===== src/rtl/systolic_pkg.sv =====
// Shared types and default sizing for the systolic matrix-multiply datapath.
package systolic_pkg;

  localparam int SYS_DIM          = 8;
  localparam int SYS_FLUSH_CYCLES = 3 * SYS_DIM - 2;
  localparam int SYS_CNT_W        = $clog2(SYS_FLUSH_CYCLES + 1);
  localparam int SYS_ROW_W        = $clog2(SYS_DIM);

  typedef enum logic [2:0] {
    IDLE,
    CLEAR,
    FEED,
    FLUSH,
    READ,
    DONE
  } seq_state_t;

endpackage


===== src/rtl/systolic_seq_ctrl_phase_counter.sv =====
// Phase counter: synchronous clear (dominant), increment, and terminal-count compare.
module phase_counter
  import systolic_pkg::*;
#(
  parameter int CNT_W = SYS_CNT_W
) (
  input  logic             clk,
  input  logic             rst_n,
  input  logic             i_clr,
  input  logic             i_inc,
  input  logic [CNT_W-1:0] i_term,
  output logic [CNT_W-1:0] o_cnt,
  output logic             o_at_term
);

  logic [CNT_W-1:0] r_cnt;

  // Count register; clear wins over increment.
  always_ff @(posedge clk or negedge rst_n) begin
    if (!rst_n) begin
      r_cnt <= '0;
    end else if (i_clr) begin
      r_cnt <= '0;
    end else if (i_inc) begin
      r_cnt <= r_cnt + CNT_W'(1);
    end
  end

  assign o_cnt     = r_cnt;
  assign o_at_term = (r_cnt == i_term);

endmodule


===== src/rtl/systolic_seq_ctrl.sv =====
// Sequencer for one matrix-multiply pass: clear, feed, flush, then row readout.
module systolic_seq_ctrl
  import systolic_pkg::*;
#(
  parameter int DIM          = SYS_DIM,
  parameter int FLUSH_CYCLES = 3 * DIM - 2,
  parameter int CNT_W        = $clog2(FLUSH_CYCLES + 1)
) (
  input  logic                   clk,
  input  logic                   rst_n,
  input  logic                   start,
  output logic                   busy,
  output logic                   done,
  output logic                   src_rd_en,
  output logic [$clog2(DIM)-1:0] src_addr,
  output logic                   mem_en,
  output logic                   zero_fill,
  output logic                   array_en,
  output logic                   array_clr,
  output logic [$clog2(DIM)-1:0] c_row,
  output logic                   c_valid,
  input  logic                   c_ready
);

  localparam int ROW_W = $clog2(DIM);

  seq_state_t       r_state;
  logic             r_busy;
  logic             r_done;
  logic             r_src_rd_en;
  logic             r_array_clr;
  logic             r_c_valid;
  logic             r_mem_en;
  logic             r_zero_fill;

  logic             w_cnt_clr;
  logic             w_cnt_inc;
  logic [CNT_W-1:0] w_term;
  logic [CNT_W-1:0] w_cnt;
  logic             w_at_term;

  // Counter control: each phase sets its own terminal count; every state exit clears it.
  always_comb begin
    w_cnt_clr = 1'b0;
    w_cnt_inc = 1'b0;
    w_term    = '0;
    case (r_state)
      CLEAR: w_cnt_clr = 1'b1;
      FEED: begin
        w_term    = CNT_W'(DIM - 1);
        w_cnt_inc = 1'b1;
        w_cnt_clr = w_at_term;
      end
      FLUSH: begin
        w_term    = CNT_W'(FLUSH_CYCLES - 1);
        w_cnt_inc = 1'b1;
        w_cnt_clr = w_at_term;
      end
      READ: begin
        w_term    = CNT_W'(DIM - 1);
        w_cnt_inc = c_ready;
        w_cnt_clr = w_at_term && c_ready;
      end
      default: w_cnt_clr = 1'b1;
    endcase
  end

  phase_counter #(
    .CNT_W(CNT_W)
  ) u_phase_counter (
    .clk      (clk),
    .rst_n    (rst_n),
    .i_clr    (w_cnt_clr),
    .i_inc    (w_cnt_inc),
    .i_term   (w_term),
    .o_cnt    (w_cnt),
    .o_at_term(w_at_term)
  );

  // FSM with registered outputs; datapath enables lag the state by one cycle to match source read latency.
  always_ff @(posedge clk or negedge rst_n) begin
    if (!rst_n) begin
      r_state     <= IDLE;
      r_busy      <= 1'b0;
      r_done      <= 1'b0;
      r_src_rd_en <= 1'b0;
      r_array_clr <= 1'b0;
      r_c_valid   <= 1'b0;
      r_mem_en    <= 1'b0;
      r_zero_fill <= 1'b0;
    end else begin
      r_done      <= 1'b0;
      r_array_clr <= 1'b0;
      r_mem_en    <= (r_state == FEED) || (r_state == FLUSH);
      r_zero_fill <= (r_state == FLUSH);
      case (r_state)
        IDLE: begin
          if (start) begin
            r_state     <= CLEAR;
            r_busy      <= 1'b1;
            r_array_clr <= 1'b1;
          end
        end
        CLEAR: begin
          r_state     <= FEED;
          r_src_rd_en <= 1'b1;
        end
        FEED: begin
          if (w_at_term) begin
            r_state     <= FLUSH;
            r_src_rd_en <= 1'b0;
          end
        end
        FLUSH: begin
          if (w_at_term) begin
            r_state   <= READ;
            r_c_valid <= 1'b1;
          end
        end
        READ: begin
          if (c_ready && w_at_term) begin
            r_state   <= DONE;
            r_c_valid <= 1'b0;
            r_done    <= 1'b1;
          end
        end
        DONE: begin
          r_state <= IDLE;
          r_busy  <= 1'b0;
        end
        default: begin
          r_state     <= IDLE;
          r_busy      <= 1'b0;
          r_src_rd_en <= 1'b0;
          r_c_valid   <= 1'b0;
        end
      endcase
    end
  end

  assign busy      = r_busy;
  assign done      = r_done;
  assign src_rd_en = r_src_rd_en;
  assign src_addr  = r_src_rd_en ? w_cnt[ROW_W-1:0] : '0;
  assign mem_en    = r_mem_en;
  assign array_en  = r_mem_en;
  assign zero_fill = r_zero_fill;
  assign array_clr = r_array_clr;
  assign c_valid   = r_c_valid;
  assign c_row     = r_c_valid ? w_cnt[ROW_W-1:0] : '0;

endmodule


===== config.mk =====
export PLATFORM = sky130hd
export DESIGN_NAME = systolic_seq_ctrl
export DESIGN_NICKNAME = d
export VERILOG_FILES = /design/src/rtl/systolic_pkg.sv /design/src/rtl/systolic_seq_ctrl_phase_counter.sv /design/src/rtl/systolic_seq_ctrl.sv
export SDC_FILE = /design/constraint.sdc
export NUM_CORES = 1
export LEC_CHECK = 0
export ABC_CLOCK_PERIOD_IN_PS = 3300
export BUFFER_PORTS_ARGS = -buffer_cell sky130_fd_sc_hd__buf_2
export CORE_MARGIN = 1.5
export CORE_UTILIZATION = 45
export CTS_CLUSTER_SIZE = 10
export DETAILED_ROUTE_END_ITERATION = 8
export PLACE_DENSITY_LB_ADDON = 0.08
export SLEW_MARGIN = 20
export SYNTH_ARGS = -nofsm -noshare
export SYNTH_HDL_FRONTEND = slang
export SYNTH_SLANG_ARGS = --single-unit

===== constraint.sdc =====
create_clock -name clk -period 3.3 [get_ports clk]
set_input_delay 0 -clock clk [delete_from_list [all_inputs] [get_ports clk]]
set_output_delay 0 -clock clk [all_outputs]
set_load 0.02 [all_outputs]

==> impl_metrics.tcl <==
set metrics [dict create \
    wl_met2_um 773 \
    startpoint_type "register" \
    clkTransAtPathRegs_ns 0.09 \
    antenna_found_initial 0 \
    peakVddDrop_uv 481 \
    comb_power_share_pct 51.4 \
    clock.fmax_mhz 484 \
    wl_per_cell_um 12.2 \
    antenna_cells 0 \
    report.final.slew_viol_count 0 \
    post_cts_resized 0 \
    power_uw 934 \
    synth_seq_cells 15 \
    synthDominantCellAreaShare_pct 43.2 \
    dieWidth_um 46.9 \
    nFillCells 185 \
    drc 0 \
    hold_start "c_ready" \
    post-route-util_pct 55.6 \
    rows 15 \
    final_nets 115 \
    synth_area_um2 868 \
    r2r_start "r_state[2]" \
    postCtsSetupBuffers 0 \
    seqCellArea_um2 375 \
    cp_top_family "compound AO/OA/AOI/OAI gates" \
    ys_types 34 \
    r2r.worst_path.cells 5 \
    clock_latency_ns 0.28 \
    crit_chain "nand2b_1 > a21boi_2 > o221ai_2 > mux2_4 > a211o_1" \
    synth-simple-area-share_pct 22.8 \
    hold_ws_ns 0.0459 \
    wl_mm 1.64 \
    finClkSkew_ns 0.00884 \
    ys_top_cells_by_area "dfrtp_1 43%, and2_1 5.0%, nand2b_1 3.6%" \
    p_leak_uw 0.000465 \
    muxShareOfSynthArea_pct 3.03 \
    initial_utilization_pct 49.2 \
    critical_path_peak_fanout 17 \
    fin_crit_sh_pct 62.7 \
    route.vias.total 697 \
    syn_avg_cell_area_um2 9.34 \
    synth-compound-area-share_pct 18.2 \
    ioPinCount 18 \
    crit_buf_inv 0 \
    postCtsHoldBufs 1 \
    power.switching_uw 432 \
    critPathKind "reg2reg" \
    syn2layout_area_growth_pct 13.0 \
    synth.yosys.seq_area_share_pct 43.2 \
    dieArea_um2 2200 \
    cts_buffers 3 \
    synth_top_family_by_area "simple AND/OR/NAND/NOR gates" \
    required_ns 3.47 \
    synth_top_cell_by_area "dfrtp_1" \
    worst_slew_pin_slew_ns 0.442 \
    dpl.hpwl_mm 1.24 \
    pwr-share-clk_pct 11.0 \
    place_congestion 0.850 \
    cts_tree "built" \
    grt_pass1_vias 598 \
    setup_viol 0 \
    synth_adder_area_share_pct 1.44 \
    endpoint_kind "register" \
    global_route.overflow_total 0 \
    status "completed" \
    grt_pass1_wl_mm 2.64 \
    core_area_um2 1760 \
    hold_violations 0 \
    syn-num-nets 98 \
    p_int_uw 502 \
    netlist_instances 93 \
    top_layer "met4" \
    vias_per_cell 5.20 \
    r2r_setup_slack_ns 1.23 \
    drt_iter0_markers 28 \
    drive_above_1_share_pct 25.7 \
    fin_crit_ns 2.07 \
    cap_viol_max_count 0 \
    holdPathEnd "done" \
    p_seq_share_pct 37.6 \
    grt_use_total_pct 16.8 \
    fin_tns_setup_ns 0 \
    yosysWarnings 0 \
    die_h_um 46.9 \
    grt_max_degree 18 \
    cts.htree.levels 1 \
    final_antenna_net_count 0 \
    clkSinkCount 15 \
    multiInputGateArea_um2 429 \
    rsz0062_at_grt "no" \
    max_stage_delay_ns 0.62 \
    slew_headroom_pct 70.5 \
    power_density_nw_per_um2 952 \
    cts-root-buf "clkbuf_4" \
    clockBufferDepth 2 \
    met1_length_um 835 \
    hold_path.class "in2reg" \
    regToRegEndpoint "r_state[0]" \
    swShare_pct 46.3 \
    met3WireLength_um 20 \
    hold_depth 3 \
    io_buffers 17 \
    dr.pass1.iters 6 \
    worst_ep_arrival_time_ns 2.24 \
    synthXorXnorAreaFrac_pct 4.03 \
    cpMaxStageDelayCell "dfrtp_1" \
]
worst max path at each step:
stage | start | endpoint | slack, ns | cells after the start
finish | r_state[2] | r_state[0] | 1.23 | 5
global route | r_state[2] | u_phase_counter.o_cnt[1] | 1.03 | 6
CTS | r_state[2] | r_state[0] | 1.25 | 5
detailed placement | r_state[2] | r_state[0] | 1.27 | 5
global placement | r_state[2] | r_state[0] | 1.32 | 5
floorplan | r_state[1] | r_state[0] | 1.49 | 6
sequential cells by signal, summed over array words and instances (netlist names):
signal                 count
array_en                   1
done                       1
busy                       1
c_valid                    1
zero_fill                  1
src_rd_en                  1
array_clr                  1
u_phase_counter.o_cnt      5
r_state                    3
per-layer routing:
metal	global-route usage [%]	vias to the layer above
li1	-	353
met1	25.1	336
met2	25.5	6
met3	2.31	2
met4	5.00	0
met5	0	-
Yosys cell counts (all sizes together):
master  count
o21bai      1
a21boi      1
o21ai       6
nand2       8
a31oi       2
o31ai       1
o21ba       1
a32oi       1
nor3        4
nand2b      5
nor2b       1
nand4       2
mux2        2
xnor2       2
a211oi      1
buf         6
nor4        2
a211o       1
a21oi       3
or2         1
xor2        2
nand4b      1
o31a        1
inv         6
o221ai      2
and2        7
nor2        7
ha          1
dfrtp      15
area by class of cell:
| cell class | instances | share of cell area (%) |
|---|---|---|
| repair buffers | 18 | 9.69 |
| inverters | 6 | 2.30 |
| flip-flops and latches | 15 | 38.3 |
| well taps | 25 | 3.19 |
| clock inverters | 1 | 0.510 |
| clock buffers | 3 | 2.30 |
| multi-input cells | 66 | 43.8 |
through the flow:
stage | instance area [um^2] | instances | setup WS, ns
after floorplan | 868 | 93 | 1.49
after global placement | 943 | 129 | 1.32
after detailed placement | 943 | 129 | 1.27
after CTS | 981 | 134 | 1.25
after global routing | 981 | 134 | 1.03
final | 981 | 134 | 1.23
placed cells by master (no fill, tap or decap), drive strengths merged:
cell type	count
dlygate4sd3	1
xnor2	2
clkbuf	3
a31oi	2
o31ai	1
nor4	2
a21boi	1
clkinv	1
or2	1
ha	1
nor3	4
nand4	2
dfrtp	15
a32oi	1
nand4b	1
and2	7
a21oi	3
inv	6
nor2b	1
nand2b	5
a211oi	1
nand2	8
xor2	2
o31a	1
buf	17
o21ai	6
mux2	2
o221ai	2
nor2	7
o21bai	1
a211o	1
o21ba	1
logic make-up (layout without fill, tap and decap cells):
kind of cell / count (synthesis) / in the layout
AOI/OAI and AO/OA: 21 / 21
xor gates and xnor gates: 4 / 4
adders and majority gates: 1 / 1
buffers and inverters: 12 / 28
DFF: 15 / 15
muxes: 2 / 2
and+or+nand+nor: 38 / 38
power groups by stage:
stage               logic [uW]  registers [uW]  clock network [uW]
finish                     480             351                 102
global route               541             366                 114
CTS                        483             350                 110
detailed placement         480             354                   0
global placement           478             350                   0
floorplan                  420             322                   0
worst min-delay path, stage by stage:
cell and delay (ns):
buf_2 0.11, nand2_1 0.11, nor4_1 0.07
Note: power is estimated with default switching activity, not from simulation.
